===== src/rtl/bus_word_serializer_pkg.sv =====
// Shared defaults and state encoding for the bus controller and the word serializer.
package bus_word_serializer_pkg;

    localparam int BUS_SIZE  = 16;
    localparam int WORD_SIZE = 4;
    localparam int WORD_NUM  = BUS_SIZE / WORD_SIZE;

    typedef enum logic {
        IDLE  = 1'b0,
        SHIFT = 1'b1
    } state_t;

endpackage


===== src/rtl/bus_word_serializer_if.sv =====
// Bus-side input group plus word-side output channel of the serializer.
interface bus_word_serializer_if #(
    parameter int BUS_SIZE  = 16,
    parameter int WORD_SIZE = 4
);
    localparam int WORD_NUM = BUS_SIZE / WORD_SIZE;
    localparam int IDX_W    = (WORD_NUM > 1) ? $clog2(WORD_NUM) : 1;

    logic [BUS_SIZE-1:0]  data_in;
    logic [WORD_NUM-1:0]  control_in;
    logic                 in_valid;
    logic                 in_ready;
    logic [WORD_SIZE-1:0] word_out;
    logic [IDX_W-1:0]     word_idx;
    logic                 word_last;
    logic                 word_valid;
    logic                 word_ready;

    modport slave (
        input  data_in, control_in, in_valid, word_ready,
        output in_ready, word_out, word_idx, word_last, word_valid
    );

    modport master (
        output data_in, control_in, in_valid, word_ready,
        input  in_ready, word_out, word_idx, word_last, word_valid
    );
endinterface


===== src/rtl/bus_word_serializer_lowest_set_finder.sv =====
// Priority encoder: index and one-hot of the lowest set bit of a mask.
module lowest_set_finder #(
    parameter int N     = 4,
    parameter int IDX_W = 2
) (
    input  logic [N-1:0]     mask,
    output logic [IDX_W-1:0] idx,
    output logic [N-1:0]     onehot,
    output logic             found
);
    always_comb begin
        idx    = '0;
        onehot = '0;
        found  = 1'b0;
        // Scan downward so the lowest set bit is the final writer.
        for (int i = N - 1; i >= 0; i--) begin
            if (mask[i]) begin
                idx    = IDX_W'(i);
                onehot = '0;
                onehot[i] = 1'b1;
                found  = 1'b1;
            end
        end
    end
endmodule


===== src/rtl/bus_word_serializer.sv =====
// Emits the flagged words of an accepted bus one per cycle, lowest index first.
module bus_word_serializer
    import bus_word_serializer_pkg::*;
#(
    parameter int BUS_SIZE  = bus_word_serializer_pkg::BUS_SIZE,
    parameter int WORD_SIZE = bus_word_serializer_pkg::WORD_SIZE
) (
    input  logic                 clk,
    input  logic                 reset,
    bus_word_serializer_if.slave bus,
    output logic [7:0]           empty_cnt
);
    localparam int WORD_NUM = BUS_SIZE / WORD_SIZE;
    localparam int IDX_W    = (WORD_NUM > 1) ? $clog2(WORD_NUM) : 1;

    state_t                               state_q, state_d;
    logic [WORD_NUM-1:0][WORD_SIZE-1:0]   bus_q;
    logic [WORD_NUM-1:0]                  pend_q;
    logic [WORD_NUM-1:0]                  onehot;
    logic [IDX_W-1:0]                     idx;
    logic                                 found;
    logic                                 accept;
    logic                                 word_hs;
    logic                                 last;

    lowest_set_finder #(.N(WORD_NUM), .IDX_W(IDX_W)) u_finder (
        .mask   (pend_q),
        .idx    (idx),
        .onehot (onehot),
        .found  (found)
    );

    always_ff @(posedge clk) begin
        if (reset) state_q <= IDLE;
        else       state_q <= state_d;
    end

    always_comb begin
        state_d = state_q;
        if (accept)
            state_d = (bus.control_in != '0) ? SHIFT : IDLE;
        else if (word_hs && last)
            state_d = IDLE;
    end

    // Outputs depend only on state_q/bus_q/pend_q, never on data_in.
    always_comb begin
        bus.word_valid = (state_q == SHIFT);
        last           = bus.word_valid && found && (pend_q == onehot);
        bus.word_last  = last;
        bus.word_idx   = idx;
        bus.word_out   = bus_q[idx];
        word_hs        = bus.word_valid && bus.word_ready;
        bus.in_ready   = !reset && ((state_q == IDLE) || (word_hs && last));
        accept         = bus.in_valid && bus.in_ready;
    end

    always_ff @(posedge clk) begin
        if (reset) begin
            bus_q     <= '0;
            pend_q    <= '0;
            empty_cnt <= '0;
        end else if (accept) begin
            bus_q  <= bus.data_in;
            pend_q <= bus.control_in;
            if (bus.control_in == '0 && empty_cnt != 8'hFF)
                empty_cnt <= empty_cnt + 8'd1;
        end else if (word_hs) begin
            pend_q <= pend_q & ~onehot;
        end
    end
endmodule


===== src/flat_wrapper.sv =====
// flat-port wrapper written by rule: the top's interface ports become plain ports
module bus_word_serializer_flat import bus_word_serializer_pkg::*;
#(
    parameter int BUS_SIZE  = bus_word_serializer_pkg::BUS_SIZE,
    parameter int WORD_SIZE = bus_word_serializer_pkg::WORD_SIZE
)
  (clk, reset, empty_cnt, bus_data_in, bus_control_in, bus_in_valid, bus_word_ready, bus_in_ready, bus_word_out, bus_word_idx, bus_word_last, bus_word_valid);
  bus_word_serializer_if #(.BUS_SIZE(BUS_SIZE), .WORD_SIZE(WORD_SIZE)) bus_i ();
  input  logic clk;
  input  logic reset;
  output logic [7:0] empty_cnt;
  input wire logic [$bits(bus_i.data_in)-1:0] bus_data_in;
  input wire logic [$bits(bus_i.control_in)-1:0] bus_control_in;
  input wire logic [$bits(bus_i.in_valid)-1:0] bus_in_valid;
  input wire logic [$bits(bus_i.word_ready)-1:0] bus_word_ready;
  output wire logic [$bits(bus_i.in_ready)-1:0] bus_in_ready;
  output wire logic [$bits(bus_i.word_out)-1:0] bus_word_out;
  output wire logic [$bits(bus_i.word_idx)-1:0] bus_word_idx;
  output wire logic [$bits(bus_i.word_last)-1:0] bus_word_last;
  output wire logic [$bits(bus_i.word_valid)-1:0] bus_word_valid;
  assign bus_i.data_in = bus_data_in;
  assign bus_i.control_in = bus_control_in;
  assign bus_i.in_valid = bus_in_valid;
  assign bus_i.word_ready = bus_word_ready;
  assign bus_in_ready = bus_i.in_ready;
  assign bus_word_out = bus_i.word_out;
  assign bus_word_idx = bus_i.word_idx;
  assign bus_word_last = bus_i.word_last;
  assign bus_word_valid = bus_i.word_valid;
  bus_word_serializer #(.BUS_SIZE(BUS_SIZE), .WORD_SIZE(WORD_SIZE)) u_core (.clk(clk), .reset(reset), .bus(bus_i), .empty_cnt(empty_cnt));
endmodule

===== config.mk =====
export PLATFORM = sky130hd
export DESIGN_NAME = bus_word_serializer_flat
export DESIGN_NICKNAME = d
export VERILOG_FILES = /design/src/rtl/bus_word_serializer_pkg.sv /design/src/rtl/bus_word_serializer_if.sv /design/src/rtl/bus_word_serializer_lowest_set_finder.sv /design/src/rtl/bus_word_serializer.sv /design/src/flat_wrapper.sv
export SDC_FILE = /design/constraint.sdc
export NUM_CORES = 1
export LEC_CHECK = 0
export ABC_AREA = 0
export BUFFER_PORTS_ARGS = -buffer_cell sky130_fd_sc_hd__buf_2
export CAP_MARGIN = 0
export CORE_UTILIZATION = 45
export CTS_BUF_LIST = sky130_fd_sc_hd__clkbuf_8
export CTS_CLUSTER_DIAMETER = 100
export CTS_CLUSTER_SIZE = 12
export DETAILED_ROUTE_END_ITERATION = 16
export PLACE_DENSITY = 0.69
export SETUP_SLACK_MARGIN = 0.1
export SLEW_MARGIN = 40
export SYNTH_ARGS = -nofsm -noshare
export SYNTH_HDL_FRONTEND = slang
export SYNTH_SLANG_ARGS = --single-unit

===== constraint.sdc =====
create_clock -name clk -period 4.65 [get_ports clk]
set_clock_uncertainty 0.15 [all_clocks]
set_input_delay 0.93 -clock clk [delete_from_list [all_inputs] [get_ports clk]]
set_output_delay 0.93 -clock clk [all_outputs]
set_load 0.1 [all_outputs]

==> results, run 1 <==
- The run finished with clean final reports.
- Including well taps, the total number of placed cells is ~230.
- The data arrival time at the worst-slack endpoint is 2420 ps.
- Yosys printed 0 warnings.
- The headroom to the max-slew limit is ~58%.
- After synthesis, the netlist uses 34 different library cells.
- The clock passes through at most 2 buffers.
- The final-report max-slew violation count came to 0.
- The floorplan step defined a die boundary enclosing around 3800 um2.
- The post-route DRC violation count is 0.
- Averaged over all synthesized cells, the footprint is 10.5 um2.
- The buffers plus inverters on the worst setup path is 3.
- The area of the core region is 3390 um2.
- When the netlist entered floorplanning its net count stood at 180.
- In this run the horizontal extent of the chip is 61.7 um.
- The clock slew seen by the registers of the worst setup and hold paths is 60 ps.
- For this block, the routed nets add up to 3360 um of wire.
- The dominant cell type by area after synthesis is dfxtp_1.
- The clock latency on the worst-skew pair is 280 ps.
- The number of buffer cells added on primary ports is 40.
- The total of hold buffers inserted after clock tree synthesis is 0.
- The final route contains 1247 vias.
- By instance count, the cell type seen most on the critical path is buf_2.
- The via count of the first global-routing pass came to 1179.
- The post-layout instance area is 1880 um2.
- Broken down by cell family, the worst path's largest delay share belongs to buffers and inverters.
- The startpoint class of the critical path is a primary input.
- Data on the critical path is required at its endpoint by between 3000 and 4000 ps.
- The initialized floorplan defines 21 standard-cell rows.
- The final core utilization is between 50 and 60%.
- The total standard cell area after synthesis is 1610 um2.
- 41 I/O pins were placed.
- In this run the most critical hold path is launched from u_core.empty_cnt[6].
- For the finished layout, the period the worst path requires is 3500 ps.
- Routability-driven placement finished with a final weighted congestion of between 0.8 and 0.9.
- The number of nets in the final layout is between 200 and 250.
- The clock net in this run drives a total of 29 sinks.
- The number of DRC violations after detailed-routing iteration 0 is 54.
- The initial antenna violation count is 0.
- In this run the worst setup path begins at reset.
- The first global-routing pass estimated 5340 um of wire.
- After routing, the total negative slack on setup checks comes to 0 ps.
- After clock tree synthesis, the repair step resized 0 gates.
- On the worst path, the slowest cell contributes a delay of 480 ps.
- The nature of the critical path endpoint is an output port.
- Global routing used 19.8% of the available tracks across all layers.
- The worst setup path is of the in2out kind.
- Before antenna repair, the detailed router went through 4 iterations.
- The residual overflow from global routing is 0.
- The slowest stage of the critical path belongs to the cell a41oi_2.
- The leading cell type in the layout, fill and taps excluded is buf_2.
- The analysis attributes to cell leakage a power of 0.936 nW.
- Detailed placement ended at an HPWL of 2380 um.
- The maximum resistive drop on vdd is between 0.0001 and 0.00015 V.
- The area growth from synthesis to layout is 17.1%.
- Once the floorplan was initialized, standard cells occupied 47.4% of the core.
- Ranked by total cell area, the synthesized netlist is headed by dfxtp_1, mux2_4, mux2i_1.
- Cells with a size suffix above 1 make up 37.3% of the layout.
- The number of endpoints with negative hold slack in the final report is 0.
- After synthesis the netlist holds a flip-flop and latch count of 29.
- The biggest fanout along the worst timing path is 28.
- The number of standard cells in the layout, taps in and fillers out is 239.
- The signal on the critical path passes through buf_2, nor2b_1, a41oi_2, inv_2, buf_2.
- Timing would allow up to 0.286 GHz.
- On the final layout, the worst hold slack is 351 ps.
- The fraction of synthesized cell area taken by the top area cell type is approximately 36%.
- The number of buffers inserted to repair setup after CTS is 0.
- Dividing the detail-routed via count by the number of cells gives roughly 5.2.
- In the finished design, the share of the clock period the worst path needs comes to 75.2%.
- The number of clock buffers inserted by TritonCTS is 5.
- The origin of the critical flop-to-flop path is u_core.pend_q[3].
- The placed standard-cell area is 1800 um2.
- The number of maximum-capacitance violations is 0.
- The repair_antennas step left the layout with diodes totalling 0.
- The slew of the pin with the lowest slew margin is 635 ps.
- The pin count of the biggest net entering global routing is 29.
- The post-detailed-route count of antenna-violating nets is 0.
- The register area share after synthesis is roughly 36%.
- From bottom edge to top edge, the die measures 61.7 um.
- After technology mapping, the gate count stands at 153.
- In the layout the commonest cells are buf_2, dfxtp_1, nor2b_1, mux2_4, mux2i_1.
- The path class of the tightest hold or removal check is reg2reg.
- The depth of the CTS H-tree is 2.
- The CTS tree is yes.
- The tree is rooted in a clkbuf_8.
- Setup repair after global routing left no endpoint under its margin.
- Dividing total power by cell area gives a power density of about 370 nW/um2.
- The average wire per cell in the routed design is 14.1 um.
- Setup violations remaining at the end of the flow were counted as 0.
-- report_power, final --
part	internal [W]	switching (W)	total [W]
clock	0.0000994	0.0000938	0.000193
sequential	0.000267	0.0000139	0.000281
combinational	0.0000747	0.000155	0.000230
-- routing by layer --
layer | vias to the layer above | GRT usage, % | wire length (um)
li1 | 630 | - | -
met1 | 576 | 26.2 | 1630
met2 | 35 | 29.2 | 1480
met3 | 6 | 5.59 | 174
met4 | 0 | 10.5 | 74
met5 | - | 0 | 0
-- worst register-to-register path, cell delays in order, from the launching register on --
cell and delay, ps:
dfxtp_1 400, nor2b_1 220, nand2_1 90, ha_1 270, and2_1 190, a41oi_2 390
inv_2 160, nand2_4 340, mux2_4 350
-- flip-flops by register name (all words and copies together), names as in the netlist --
register and count:
u_core.bus.word_valid 1, u_core.bus_q 16, u_core.empty_cnt 8, u_core.pend_q 4
-- cells in the mapped netlist, drive strengths merged --
master  count
a41oi       1
clkbuf      3
nand2      11
o311ai      2
dfxtp      29
nor2b      20
inv         3
mux2i      14
and2        1
o211a       1
o21bai      1
or3         1
nor2        5
or4         3
and3        3
o31ai       1
o211ai      1
mux2       21
nand4       2
o21ai       3
and4        1
o41ai       1
a21oi       6
nand3       8
buf         5
nor4        2
ha          3
o21a        1
-- area by class of cell --
class	count	area (um2)
Fill cell	306	1510
Sequential cell	29	581
Tap cell	46	57.6
Clock inverter	3	11.3
Multi-Input combinational cell	113	951
Clock buffer	5	68.8
Timing Repair Buffer	40	200
Inverter	3	11.3
-- through the flow --
stage,setup slack [ps],total power (W)
2_1_floorplan,257,0.000482
6_report,1150,0.000705
3_3_place_gp,1270,0.000510
5_1_grt,1020,0.000732
4_1_cts,1180,0.000710
3_5_place_dp,1190,0.000516
-- worst paths after layout --
check	slack [ps]	cells after the start	to
min	350	2	u_core.empty_cnt[6]
max	1150	5	bus_in_ready
max reg2reg	1970	8	u_core.bus_q[9]
min reg2reg	350	2	u_core.empty_cnt[6]
-- cells by family after synthesis --
kind of cell | count (synthesis) | share of synthesized area, %
AOI/OAI and AO/OA | 18 | 7.95
adders and majority gates | 3 | 2.34
buffers and inverters | 11 | 4.83
DFF | 29 | 36.2
muxes | 35 | 28.1
and+or+nand+nor | 57 | 20.6
(Power assumes the default switching activity.)
==> inputs of run 2 (changes only) <==
==> constraint.sdc (replaced) <==
create_clock -name clk -period 3.6 [get_ports clk]
set_clock_uncertainty 0.15 [all_clocks]
set_input_delay 0.72 -clock clk [delete_from_list [all_inputs] [get_ports clk]]
set_output_delay 0.72 -clock clk [all_outputs]
set_load 0.1 [all_outputs]
==> run 2 against run 1 <==
Sequential share of layout area fell by 1.2 points. Combinational power rose by 33%. Non-clock buffer count rose by 1. Global-route usage fell by 0.15 points. Largest cell class unchanged. Via count rose by 1.5%. Final area rose by 4.1%.
==> results, run 2 (same netlist as run 1, synthesis figures left out) <==
- The number of placed instances with taps included was 232 (was 231).
- The worst path in the final design needs a cycle of approximately 3300 ps, including I/O delays and setup.
- The residual overflow from global routing is 0 (unchanged).
- The number of inserted filler cells in the final layout came to 295 (was 306).
- The data arrival time at the worst-slack endpoint is 2390 ps (was 2420 ps).
- The CTS tree is yes (unchanged).
- The number of gates resized after cts is 0 (unchanged).
- The via count of the first global-routing pass is 1166 (was 1179).
- The clock slew seen by the registers of the worst setup and hold paths was 70 ps (was 60 ps).
- The launching instance or port of the critical path was u_core.pend_q[3] (was reset).
- The final estimated routing congestion in global placement is 0.789 (was 0.881).
- The number of clock buffers inserted by TritonCTS is 5 (unchanged).
- The required time of the critical path is 2730 ps (was 3570 ps).
- The post-route DRC violation count is 0 (unchanged).
- The chip height is 61.7 um (unchanged).
- The overall die width is 61.7 um (unchanged).
- The peak clock frequency supported by timing is 0.307 GHz.
- The startpoint class of the critical path is a flip-flop (was primary input).
- The headroom to the max-slew limit is 54.4% (was 57.5%).
- The number of cell rows is 21 (unchanged).
- The critical path endpoint is bus_in_ready (unchanged).
- The full die area is 3810 um2 (unchanged).
- Setup repair after global routing missed its margin: false (unchanged).
- The total wire length after detailed routing came to 3450 um (was 3360 um).
- The number of top-level design ports is 41 (unchanged).
- The post-layout instance area is 1960 um2 (was 1880 um2).
- The final HPWL from detailed placement came to 2450 um (was 2380 um).
- The pin count of the biggest net entering global routing is 21 (was 29).
- The aggregate global-route resource usage came to 19.6% (was 19.8%).
- The number of endpoints with negative hold slack in the final report came to 0 (unchanged).
- The leakage power figure is 0.959 nW (was 0.936 nW).
- The nature of the critical path endpoint is an output port (unchanged).
- The number of standard cells in the layout, taps in and fillers out is 240 (was 239).
- The total negative slack came to 0 ps (unchanged).
- The number of buffers inserted to repair setup after CTS came to 0 (unchanged).
- The worst reg2reg path depth came to 8 (unchanged).
- The average wire per cell in the routed design is 14.4 um (was 14.1 um).
- The slew of the pin with the lowest slew margin is 681 ps (was 635 ps).
- The total area of sequential cells was 581 um2 (unchanged).
- Highest-count cells in the layout ignoring fill and taps: buf_2, dfxtp_1, nor2b_1, mux2_4 (was buf_2, dfxtp_1, nor2b_1, mux2_4, mux2i_1).
- The final setup violation count is 0 (unchanged).
- The clock sink count is 29 (unchanged).
- The area of the core region came to 3390 um2 (unchanged).
- The maximum resistive drop on vdd is 0.000306 V (was 0.000147 V).
- The first-pass GRT wire length is 5340 um (unchanged).
- Run status: finished clean (unchanged).
- The number of DRC violations after detailed-routing iteration 0 was 33 (was 54).
- The category of the critical setup timing path is reg2out (was in2out).
- The placed standard-cell area was 1820 um2 (was 1800 um2).
- The power per standard cell area is 549 nW/um2 (was 375 nW/um2).
- The register name with the most flops is u_core.bus_q (unchanged).
- Top Registers: u_core.bus_q: 16 flops, u_core.empty_cnt: 8 flops, u_core.pend_q: 4 flops (unchanged).
- The area of combinational cells with multiple inputs is 966 um2 (was 951 um2).
- The length of the first detailed-routing pass in iterations was 4 (unchanged).
- The clock root buffer is clkbuf_8 (unchanged).
- The origin of the critical flop-to-flop path is u_core.pend_q[3] (unchanged).
- The terminus of the critical flop-to-flop path is u_core.bus_q[4] (was u_core.bus_q[9]).
- The leading cell type in the layout, fill and taps excluded is buf_2 (unchanged).
- The share of final-layout standard cells stronger than drive strength 1 is 41.2% (was 37.3%).
- The number of buffer cells added on primary ports is 40 (unchanged).
- The number of maximum-capacitance violations was 0 (unchanged).
- The post-detailed-route count of antenna-violating nets came to 0 (unchanged).
- The via-per-instance ratio was 5.28 (was 5.22).
- The number of nets in the final layout is 220 (was 219).
- The type of the worst min-delay path is reg2reg (unchanged).
- The antenna diode count was 0 (unchanged).
- The layout overhead on the synthesized area came to 21.9% (was 17.1%).
- The largest buffer count on any clock path is 2 (unchanged).
- The depth of the CTS H-tree came to 2 (unchanged).
- The post-route fraction of the period consumed by the critical path is between 90% and 100%.
- The slack of the worst reg-to-reg path is 890 ps (was 1970 ps).
- The biggest fanout along the worst timing path came to 11 (was 28).
- The total of hold buffers inserted after clock tree synthesis came to 0 (unchanged).
- The worst hold slack across all endpoints is 357 ps (was 351 ps).
- The flip-flop count of the largest register after layout is 16 (unchanged).
- The final core utilization is 57.7% (was 55.5%).
- The clock latency on the worst-skew pair is 280 ps (about the same).
- The starting density of the core came to 47.4% (unchanged).
- The initial antenna violation count is 0 (unchanged).
- The total number of vias is 1266 (was 1247).
- The final-report max-slew violation count was 0 (unchanged).
[run 2: cell types whose count changed in the layout (fill, tap and decap cells not counted)]
cell / change
clkinv_2: +1
inv_1: -3
mux2i_1: -4
bufinv_16: +2
buf_4: +1
mux2i_2: +4
[run 2: layout make-up]
class                   count  area share, %
inverters                   3          0.575
flip-flops and latches     29           29.7
well taps                  46           2.94
multi-input cells         113           49.4
clock buffers               5           3.52
clock inverters             3           3.32
repair buffers             41           10.6
[run 2: worst min path at each step]
stage / start / end / slack, ps / cells after the start
floorplan: u_core.bus_q[12] / u_core.bus_q[12] / 430 / 2
global placement: u_core.empty_cnt[2] / u_core.empty_cnt[2] / 330 / 1
detailed placement: u_core.empty_cnt[2] / u_core.empty_cnt[2] / 340 / 1
CTS: u_core.empty_cnt[2] / u_core.empty_cnt[2] / 360 / 1
global route: u_core.empty_cnt[2] / u_core.empty_cnt[2] / 380 / 1
finish: u_core.empty_cnt[6] / u_core.empty_cnt[6] / 360 / 1
[run 2: routing by layer]
| metal | track usage, % | up-vias | share of wire [%] |
|---|---|---|---|
| li1 | - | 630 | - |
| met1 | 24.7 | 587 | 45 |
| met2 | 32.1 | 41 | 48 |
| met3 | 5.18 | 8 | 4.8 |
| met4 | 7.62 | 0 | 1.9 |
| met5 | 0 | - | 0 |
[run 2: report_power, final]
part | switching [W] | total [W] | internal, W
Sequential | 0.0000181 | 0.000363 | 0.000345
Combinational | 0.000205 | 0.000307 | 0.000102
Clock | 0.000129 | 0.000403 | 0.000275
Total | 0.000351 | 0.00107 | 0.000722
[run 2: per-stage QoR]
stage                     worst slack [ps]  total power [W]
after global routing                   199          0.00111
final                                  342          0.00107
after floorplan                        428         0.000631
after CTS                              371          0.00108
after global placement                 696         0.000668
after detailed placement               678         0.000676
[run 2: worst max-delay path, stage by stage, from the launching register on]
cell,delay (ps)
dfxtp_1,400
nor2b_1,220
nand2_1,90
ha_1,270
and2_1,170
a41oi_2,290
inv_2,210
buf_2,450
